**config.mk**
```make
export PLATFORM = sky130hd
export DESIGN_NAME = rr_decoder_arbiter
export DESIGN_NICKNAME = d
export VERILOG_FILES = /design/src/rtl/rr_decoder_arbiter.sv
export SDC_FILE = /design/constraint.sdc
export NUM_CORES = 1
export LEC_CHECK = 0
export ABC_AREA = 1
export CAP_MARGIN = 10
export CORE_MARGIN = 5
export CORE_UTILIZATION = 40
export CTS_BUF_LIST = sky130_fd_sc_hd__clkbuf_4 sky130_fd_sc_hd__clkbuf_8
export DETAILED_ROUTE_END_ITERATION = 6
export PLACE_DENSITY_LB_ADDON = 0.1
export SYNTH_ARGS = -nofsm -noshare
export SYNTH_HDL_FRONTEND = slang
export SYNTH_SLANG_ARGS = --single-unit
export TNS_END_PERCENT = 1
```
**constraint.sdc**
```tcl
create_clock -name CLK -period 3 [get_ports CLK]
set_input_delay 0.6 -clock CLK [delete_from_list [all_inputs] [get_ports CLK]]
set_output_delay 0.6 -clock CLK [all_outputs]
set_load 0.005 [all_outputs]
```
**src/rtl/rr_decoder_arbiter.sv**
```systemverilog
// Round-robin arbiter that shares one 3-to-8 select decoder among 8 requesters.
// Holds each grant until DONE, request drop or hold limit, then rotates priority.
module rr_decoder_arbiter #(
  parameter int MAX_HOLD = 16,
  parameter int HOLD_W   = 5
) (
  input  logic       CLK,
  input  logic       RST_N,
  input  logic [7:0] REQ,
  input  logic       DONE,
  output logic       GNT_VALID,
  output logic [2:0] GNT_IDX,
  output logic [7:0] GNT_ONEHOT,
  output logic       TIMEOUT,
  output logic       state_dbg
);

  // Handshake: REQ[i] is a level; the holder keeps REQ[i] high while it wants the
  // resource and ends the grant by pulsing DONE or dropping REQ[i]. GNT_VALID and
  // GNT_ONEHOT move together on the same edge; one idle cycle separates grants.

  typedef enum logic {
    S_IDLE  = 1'b0,
    S_GRANT = 1'b1
  } state_t;

  localparam logic [HOLD_W-1:0] HOLD_LAST = HOLD_W'(MAX_HOLD - 1);

  state_t            state;
  state_t            state_nxt;
  logic [HOLD_W-1:0] hold_cnt;
  logic [HOLD_W-1:0] hold_cnt_nxt;
  logic [2:0]        last_idx;
  logic [2:0]        last_idx_nxt;
  logic [2:0]        idx_nxt;
  logic [7:0]        onehot_nxt;
  logic              valid_nxt;
  logic              timeout_nxt;

  logic [2:0]        cand;
  logic [2:0]        win_idx;
  logic              win_found;

  logic              rel_done;
  logic              rel_drop;
  logic              rel_limit;
  logic              release_now;

  assign state_dbg = state;

  // Search starts one past the previous winner, so the previous winner comes last.
  always_comb begin
    win_found = 1'b0;
    win_idx   = 3'd0;
    cand      = 3'd0;
    for (int k = 1; k <= 8; k++) begin
      cand = last_idx + 3'(k);
      if (!win_found && REQ[cand]) begin
        win_found = 1'b1;
        win_idx   = cand;
      end
    end
  end

  assign rel_done    = DONE;
  assign rel_drop    = !REQ[GNT_IDX];
  assign rel_limit   = (hold_cnt == HOLD_LAST);
  assign release_now = (state == S_GRANT) && (rel_done || rel_drop || rel_limit);

  // State register together with the registered outputs.
  always_ff @(posedge CLK) begin
    if (!RST_N) begin
      state      <= S_IDLE;
      GNT_VALID  <= 1'b0;
      GNT_IDX    <= 3'd0;
      GNT_ONEHOT <= 8'h00;
      TIMEOUT    <= 1'b0;
      hold_cnt   <= '0;
      last_idx   <= 3'd7;
    end else begin
      state      <= state_nxt;
      GNT_VALID  <= valid_nxt;
      GNT_IDX    <= idx_nxt;
      GNT_ONEHOT <= onehot_nxt;
      TIMEOUT    <= timeout_nxt;
      hold_cnt   <= hold_cnt_nxt;
      last_idx   <= last_idx_nxt;
    end
  end

  always_comb begin
    state_nxt = state;
    case (state)
      S_IDLE:  if (win_found) state_nxt = S_GRANT;
      S_GRANT: if (release_now) state_nxt = S_IDLE;
      default: state_nxt = S_IDLE;
    endcase
  end

  always_comb begin
    valid_nxt    = GNT_VALID;
    idx_nxt      = GNT_IDX;
    onehot_nxt   = GNT_ONEHOT;
    timeout_nxt  = 1'b0;
    hold_cnt_nxt = hold_cnt;
    last_idx_nxt = last_idx;
    case (state)
      S_IDLE: begin
        if (win_found) begin
          valid_nxt    = 1'b1;
          idx_nxt      = win_idx;
          onehot_nxt   = 8'h01 << win_idx;
          last_idx_nxt = win_idx;
          hold_cnt_nxt = '0;
        end else begin
          valid_nxt  = 1'b0;
          onehot_nxt = 8'h00;
        end
      end
      S_GRANT: begin
        if (release_now) begin
          valid_nxt   = 1'b0;
          onehot_nxt  = 8'h00;
          // DONE and request drop are voluntary releases and mask the timeout.
          timeout_nxt = rel_limit && !rel_done && !rel_drop;
        end else begin
          hold_cnt_nxt = hold_cnt + HOLD_W'(1);
        end
      end
      default: begin
        valid_nxt  = 1'b0;
        onehot_nxt = 8'h00;
      end
    endcase
  end

  a_onehot0: assert property (@(posedge CLK) disable iff (!RST_N)
    $onehot0(GNT_ONEHOT));

  a_decode: assert property (@(posedge CLK) disable iff (!RST_N)
    GNT_ONEHOT == (GNT_VALID ? (8'h01 << GNT_IDX) : 8'h00));

  a_hold_bound: assert property (@(posedge CLK) disable iff (!RST_N)
    GNT_VALID |-> (hold_cnt <= HOLD_LAST));

  a_valid_state: assert property (@(posedge CLK) disable iff (!RST_N)
    GNT_VALID == (state == S_GRANT));

endmodule

```
# Word-level counts from Yosys, hierarchy flattened
# Index checks and enable logic that the tools add are counted.
[totals] register_bits=22 input_bits=11 output_inout_bits=14 elab_cells=99
[op_classes] n_addsub=8 order_cmp=9 n_eq_ne=4 n_shift=1 mux=45 bitwise_logic=1 n_reduce_logical=24
[ops] operator="< comparator 3 x 4 -> 1 bit, second input constant" n=9
[ops] operator="binary-select mux 1 bit (select 3 bit)" n=9
[ops] operator="2-to-1 mux 3 bit" n=8
[ops] operator="2-to-1 mux 1 bit" n=20
[ops] operator="2-to-1 mux 8 bit" n=2
[ops] operator="one-hot mux 8 bit (2 select lines)" n=1
[ops] operator="adder 3 bit, second input constant" n=4
[ops] operator="logical AND 1 bit" n=10
[ops] operator="2-to-1 mux 5 bit" n=2
[ops] operator="one-hot mux 5 bit (2 select lines)" n=1
[ops] operator="logical NOT 1 bit" n=9
[ops] operator="<< shifter 1 x 3 -> 8 bit, first input constant" n=1
[ops] operator="adder 3 x 2 -> 3 bit, second input constant" n=2
[ops] operator="adder 5 x 1 -> 5 bit, second input constant" n=1
[ops] operator="== test 5 x 4 -> 1 bit, second input constant" n=1
[ops] operator="inequality test 2 bit, second input constant" n=2
[ops] operator="one-hot mux 1 bit (2 select lines)" n=2
[ops] operator="AND reduction 2 bit" n=2
[ops] operator="adder 3 x 1 -> 3 bit, second input constant" n=1
[ops] operator="AND reduction 3 bit" n=1
[ops] operator="logical OR 1 bit" n=2
[ops] operator="inequality test 2 x 1 -> 1 bit, second input constant" n=1
[ops] operator="NOT 1 bit" n=1

# Depth between registers and ports, before layout
# Gate-level depths: netlist (run 1).
[logic_depth] depth_word=28 ltp_mapped=21

# Least setup slack after synthesis (run 1)
# Ideal clock, no wire load.
[synth_timing] path_type="reg2reg" startpoint="register last_idx[1]" endpoint="register GNT_ONEHOT[6]" setup_time_ps=130 t_arrival_ps=2221 required_ps=2870 path_slack_ps=649 stages_incl_launch_ff=19 synth_period_minus_slack_ps=2351 path_cell_list="dfxtp_1 -> buf_6 -> inv_4 -> ha_1 -> buf_2 -> inv_1 -> nand3_1 -> nand3_2 -> nand2_4 -> nor2_4 -> nand4_2 -> nor2_4 -> nand3b_2 -> nand2_4 -> inv_4 -> nand2_1 -> nor2_1 -> nor2_1 -> nor2_1"
[synth_via] elab_chain_len=28 elab_cells_between_ends=56
[synth_lines] element="start: declaration" line_no="33" source="logic [2:0] last_idx;"
[synth_lines] element="start signal: assignment" line_no="87" source="last_idx <= last_idx_nxt;"
[synth_lines] element="adder 3 x 1 -> 3 bit" line_no="57" source="cand = last_idx + 3'(k);"
[synth_lines] element="binary-select mux 1 bit (select 3 bit)" line_no="58" source="if (!win_found && REQ[cand]) begin"
[synth_lines] element="2-to-1 mux 1 bit (implied by the code)" line_no="58"
[synth_lines] element="2-to-1 mux 1 bit" line_no="58"
[synth_lines] element="logical NOT 1 bit" line_no="58"
[synth_lines] element="logical AND 1 bit" line_no="58"
[synth_lines] element="2-to-1 mux 1 bit" line_no="58"
[synth_lines] element="logical NOT 1 bit" line_no="58"
[synth_lines] element="[... 12 more ...]"
[synth_lines] element="logical AND 1 bit" line_no="58"
[synth_lines] element="2-to-1 mux 1 bit" line_no="58"
[synth_lines] element="logical NOT 1 bit" line_no="58"
[synth_lines] element="logical AND 1 bit" line_no="58"
[synth_lines] element="2-to-1 mux 3 bit" line_no="58"
[synth_lines] element="<< shifter 1 x 3 -> 8 bit" line_no="112" source="onehot_nxt = 8'h01 << win_idx;"
[synth_lines] element="2-to-1 mux 8 bit (*)" line_no="109" source="if (win_found) begin"
[synth_lines] element="one-hot mux 8 bit (2 select lines) (*)" line_no="107" source="case (state)"
[synth_lines] element="end signal: assignment" line_no="84" source="GNT_ONEHOT <= onehot_nxt;"
[synth_lines] element="end: declaration" line_no="13" source="output logic [7:0] GNT_ONEHOT,"
# Every way passes the cells marked *; elsewhere a longest branch is shown, timed or not. The select of a mux whose other input is x is not followed.
# A chain may end at the register's enable or synchronous reset.

# Worst setup path in the final report (run 1)
# Ends and elaborated chain as after synthesis.

==> results of run 1 <==
synthesized netlist by cell type, types with 2 or more instances:
cell | n | share of area (%)
nand4_1 | 6 | 2.2
nand2_4 | 3 | 2.0
inv_2 | 7 | 1.6
nand2_2 | 5 | 1.8
inv_4 | 2 | 0.74
mux2i_1 | 2 | 1.2
nor3_1 | 3 | 0.89
a21oi_1 | 9 | 2.7
ha_1 | 4 | 3.0
o21ai_0 | 8 | 2.4
nor2_4 | 3 | 2.0
inv_1 | 21 | 4.7
nand2_1 | 64 | 14
nand3_2 | 4 | 2.4
nor2_1 | 28 | 6.2
buf_6 | 3 | 2.0
nand3_1 | 35 | 10
o221ai_1 | 2 | 1.0
nor2_2 | 3 | 1.1
a21oi_2 | 2 | 1.0
o22ai_1 | 2 | 0.74
dfxtp_1 | 22 | 26
o211ai_1 | 3 | 1.3
clkbuf_1 | 2 | 0.44
metrics by stage:
| step | util, % | power (mW) | worst slack (ns) | area, sq um | hold slack, ns |
|---|---|---|---|---|---|
| final | 50.4 | 2.55 | 0.545 | 2040 | 0.463 |
| after global routing | 50.4 | 2.83 | 0.284 | 2040 | 0.500 |
| after CTS | 50.4 | 2.55 | 0.547 | 2040 | 0.468 |
| after detailed placement | 49.0 | 2.33 | 0.298 | 1990 | 0.455 |
| after global placement | 49.0 | 2.34 | 0.304 | 1990 | 0.451 |
| after floorplan | - | 1.88 | 0.649 | 1690 | 0.446 |
sequential cells by signal, indices dropped and copies added (netlist names):
name and cells:
hold_cnt 5, TIMEOUT 1, last_idx 3, GNT_VALID 1
GNT_IDX 3, GNT_ONEHOT 8, state_dbg 1
area by class of cell:
cell class / instances / area (sq um)
Sequential cell: 22 / 440
Tap cell: 50 / 62.6
Clock buffer: 4 / 55.1
Inverter: 30 / 118
Timing Repair Buffer: 29 / 278
Fill cell: 407 / 2010
Multi-Input combinational cell: 199 / 1090
kinds of logic after synthesis:
family	count (synthesis)
multiplexers	2
AO/OA/AOI/OAI	32
adder cells (fa/ha/maj)	4
buffers and inverters	36
AND/OR/NAND/NOR	158
flip-flops	22
XOR/XNOR	3
power breakdown:
| part | switching (mW) | leakage (nW) | internal [mW] |
|---|---|---|---|
| logic | 1.22 | 0.666 | 0.670 |
| registers | 0.0663 | 0.180 | 0.374 |
| clock network | 0.0949 | 0.0288 | 0.117 |
| total | 1.39 | 0.875 | 1.16 |
layer usage:
| layer | vias to the layer above | global-route usage, % | share of wire [%] |
|---|---|---|---|
| li1 | 905 | - | - |
| met1 | 769 | 23.0 | 51 |
| met2 | 35 | 24.9 | 43 |
| met3 | 6 | 4.67 | 4.7 |
| met4 | 0 | 4.94 | 1.3 |
| met5 | - | 0 | 0 |
worst max-delay path: cells and delay by family (launching register included):
family / cells / cell delay, ns
and+or+nand+nor: 11 / 1.21
DFF: 1 / 0.39
buffers and inverters: 4 / 0.44
adders and majority gates: 1 / 0.29
path summary, 6_finish.rpt:
| kind | startpoint | slack (ns) | cells past startpoint | to |
|---|---|---|---|---|
| worst max-delay path | last_idx[1] | 0.55 | 16 | GNT_ONEHOT[6] |
| worst min-delay path | GNT_ONEHOT[4] | 0.46 | 2 | GNT_ONEHOT[4] |
| worst min register to register | GNT_ONEHOT[4] | 0.46 | 2 | GNT_ONEHOT[4] |
| worst max register to register | last_idx[1] | 0.55 | 16 | GNT_ONEHOT[6] |
==> metrics, run 1 <==
gr usage total 16.5%; FP Rows 23; vias in the first global route 1579; commonest non-fill, non-tap cell in the layout nand2_1; Ports 25; die span in y 75.1 microns; routed wire length 4230 microns; critical path's slowest cell dfxtp_1; Netlist cell types 38; slowest cell delay on critical path 0.39 ns; final-report hold violation count 0; Post-route DRC 0; GPL Wtd Cong 0.864; dpl cells 330; drt first pass iters 4; setup TNS 0 ns; clock latency on the worst-skew pair 0.27 ns; DIE AREA 5640 sq um; Final period util 81.8%; Synth warnings 0; Max Slew Vio Count 0; vias 1715; post-synthesis simple-gate area fraction 45.5%; first-pass GRT wire length 7080 microns; Syn Std Cell Area 1690 sq um; Non-Filler Instances 334; synthesis-to-layout area growth 20.6%; gr ovfl total 0; CTS clk-pin slew, worst paths 0.08 ns; maximum clock frequency 0.407 GHz; DRT iter0 DRCs 114; RSZ-0062 raised after global routing no; cell mode on critical path nor2_1; EDFF count, synth 0; Max VDD drop 0.443 mV; post-DR wirelength/cell 12.7 microns; compound-gate portion of the synthesized area 11.6%; post-synthesis xor/xnor area fraction 3.10%; Max-Slew Margin vs Limit 71.2%; Final min period 2.45 ns; Slew @ Worst Pin 0.431 ns; H-Tree Depth 1; Vias/cell 5.13; Initial Util 41.8%; Clock Tree Buf Depth 2; ys async rst share 0%; Gate Count Post-Synth 257; share of layout cells above drive strength 1 15.1%; mean cell area of the mapped netlist 6.59 sq um; initial antenna violation count 0; Worst Skew 0.00630 ns; largest family of logic cells by synthesized area simple AND/OR/NAND/NOR gates; Layout Nets 300; outcome completed; post-CTS setup buffers 0; CTS root buf clkbuf_8; Pleak 0.875 nW; CTS Sinks 22; ANT nets after route 0; WS Path Type reg2reg; cts repair resizes 0; post-synthesis mux area share 1.18%; HP Class reg2reg; final-report setup violation count 0; crit path launch type register; I/O Buffers 24; die width 75.1 microns; Post-CTS Hold Fix Bufs 0; Seq cells post-synth 22; largest net degree at the start of global routing 13; Critical Path AT 2.60 ns; register area share after synthesis 26.0%; commonest cells after routing, fill and taps aside 64 x nand2_1, 35 x nand3_1, 28 x nor2_1; syn_nets 272; Num CTS Buffers 3; Antenna Cells 0; Power Density 1250 nW/um^2; critical path cell sequence inv_4, ha_1, inv_1, nand3_1, nand3_1, nand2_1, inv_2, nand4_2, nor2_4, nand3b_2, nand2_4, inv_4, nand2_1, nor2_1, nor2_1, nor2_1; Max-Cap Viols 0; post-synthesis adder-cell area fraction 2.95%; CP required 3.15 ns; crit path max fanout 8; final HPWL from detailed placement 3420 microns; CTS tree done; CP Capture Type register; most common flop cell mapped by yosys dfxtp_1; Core Region 4060 sq um
Note: power is estimated with default switching activity, not from simulation.
==> inputs of run 2 (changes only) <==
==> constraint.sdc (replaced) <==
create_clock -name CLK -period 2.37 [get_ports CLK]
set_input_delay 0.474 -clock CLK [delete_from_list [all_inputs] [get_ports CLK]]
set_output_delay 0.474 -clock CLK [all_outputs]
set_load 0.005 [all_outputs]
==> run 2 against run 1 <==
  * Register-to-register slack worse by 0.44 ns
  * Clock power up 29%
  * Clock skew up 0.0031 ns
  * Clock-buffer cell count unchanged
  * Via count up 7.5%
  * Die area unchanged
  * Combinational power up 86%
  * First-iteration DRC count down 18%
  * Sequential power up 26%
  * Highest routed layer is now met3
==> metrics, run 2 (same netlist as run 1, synthesis figures left out) <==
CP Capture Type register; Post-route DRC 0 (unchanged); CTS clk-pin slew, worst paths 0.08 ns (about the same); initial antenna violation count 0 (unchanged); CTS Sinks 22 (unchanged); vias in the first global route 1620 (+2.6%); WS Path Type in2reg; gr usage total 16.5% (-0.027 points); die span in y 75.1 microns (unchanged); drt first pass iters 4 (unchanged); Worst Skew 0.00939 ns (+0.00309 ns); Num CTS Buffers 3 (unchanged); Final min period 2.29 ns; Power Density 1720 nW/um^2 (+38%); RSZ-0062 raised after global routing yes; worst hold margin 0.466 ns (+0.00336 ns); first-pass GRT wire length 7330 microns (+3.5%); Max-Slew Margin vs Limit 68.0% (-3.2 points); I/O Buffers 24 (unchanged); Critical Path AT 2.50 ns (-0.10 ns); final-report hold violation count 0 (unchanged); crit path max fanout 6 (-2); Top Registers GNT_ONEHOT: 8 flops, hold_cnt: 5 flops; post-DR wirelength/cell 13.2 microns (+4.4%); slowest cell delay on critical path 0.46 ns (+0.07 ns); DRT iter0 DRCs 93 (-18%); Largest register FFs 8 (unchanged); share of layout cells above drive strength 1 39.7% (+25 points); final HPWL from detailed placement 3510 microns (+2.6%); final-report setup violation count 0 (unchanged); ANT nets after route 0 (unchanged); die width 75.1 microns (unchanged); DIE AREA 5640 sq um (unchanged); Layout Nets 326 (+8.7%); Pleak 1.12 nW (+28%); Final period util 96.5%; CP required 2.58 ns (-0.57 ns); CTS tree done; routed wire length 4760 microns (+13%); vias 1844 (+7.5%); Layout Utilization 62.3% (+12 points); FP Rows 23 (unchanged); critical path's slowest cell clkdlybuf4s50_1; H-Tree Depth 1 (unchanged); Most flops, register GNT_ONEHOT; synthesis-to-layout area growth 49.3%; largest net degree at the start of global routing 13 (unchanged); Placement Cell Area 2130 sq um (+7.2%); Antenna Cells 0 (unchanged); Max-Cap Viols 0 (unchanged); gr ovfl total 0 (unchanged); Max Slew Vio Count 0 (unchanged); setup TNS 0 ns (unchanged); HP Class reg2reg; setup ws final 0.0819 ns (-0.463 ns); design area 2530 sq um (+24%); Ports 25 (unchanged); outcome completed; Vias/cell 5.12 (-0.24%); crit path launch type primary input; Initial Util 41.8% (unchanged); CTS root buf clkbuf_8; clock latency on the worst-skew pair 0.27 ns (about the same); cell mode on critical path nor2_1; Max VDD drop 0.659 mV (+49%); GPL Wtd Cong 0.846 (-2.1%); Clock Tree Buf Depth 2 (unchanged); commonest cells after routing, fill and taps aside 45 x nand2_1, 28 x buf_4, 23 x nand2_2; Core Region 4060 sq um (unchanged); Setup Slack @ Placement -0.203 ns (-0.500 ns); maximum clock frequency 0.437 GHz; critical path cell sequence clkdlybuf4s50_1, nand2_2, nand3_2, nand2_1, nor2_1, a31oi_1, inv_1, nor2_4, nand4_1, nand3_4, nand2_1, nor2_1, nor2_1, nor2_1; commonest non-fill, non-tap cell in the layout nand2_1; Slew @ Worst Pin 0.479 ns (+0.0481 ns)
run 2: cell types whose count changed in the layout (fill, tap and decap cells not counted), moves of 3 or more:
cell and change:
buf_4 +23, nand2_1 -19, nand2_2 +18, nand3_1 -16, nand3_2 +12, clkdlybuf4s50_1 -6
dlymetal6s2s_1 +6, nor2_1 -6, nand3_4 +4, nor2_2 +4, a21oi_1 -3, a21oi_2 +3
inv_1 -3
run 2: path summary, 6_finish.rpt:
kind / startpoint / to / slack (ns) / cells past startpoint
max reg2reg: last_idx[1] / GNT_ONEHOT[7] / 0.11 / 15
min: GNT_ONEHOT[4] / GNT_ONEHOT[4] / 0.47 / 2
max: REQ[5] / GNT_ONEHOT[7] / 0.08 / 14
min reg2reg: GNT_ONEHOT[4] / GNT_ONEHOT[4] / 0.47 / 2
run 2: layer usage:
metal | up-vias | track usage [%] | routed length [microns]
met5 | - | 0 | 0
met3 | 0 | 3.34 | 228
li1 | 960 | - | -
met4 | 0 | 2.96 | 0
met1 | 843 | 24.7 | 2340
met2 | 41 | 24.6 | 2200
run 2: final cells by class:
cell class                 instances  area (sq um)
multi-input combinational        199          1340
clock buffer                       4          55.1
timing repair buffer              55           503
tap                               50          62.6
fill                             362          1530
inverter                          30           120
sequential                        22           445
run 2: power breakdown:
group	internal, mW	switching (mW)
Sequential	0.480	0.0762
Clock	0.148	0.124
Combinational	1.48	2.05
Total	2.10	2.25
run 2: per-stage QoR:
step / std cells / power [mW]
floorplan: 257 / 2.38
global placement: 349 / 3.22
detailed placement: 349 / 3.23
CTS: 353 / 3.51
global route: 360 / 4.75
finish: 360 / 4.35
run 2: critical path, delay by kind of cell:
kind	cells	cell delay (ns)
AND/OR/NAND/NOR	11	1.24
AO/OA/AOI/OAI	1	0.20
buffers and inverters	2	0.58
run 2: repair_timing:
action | 4_1_cts | 5_1_grt
hold endpoints to repair | 0 | 0
setup endpoints to repair | 0 | 20
hold buffers | 0 | 0
setup buffers | 0 | 7
resized for setup | 0 | 77
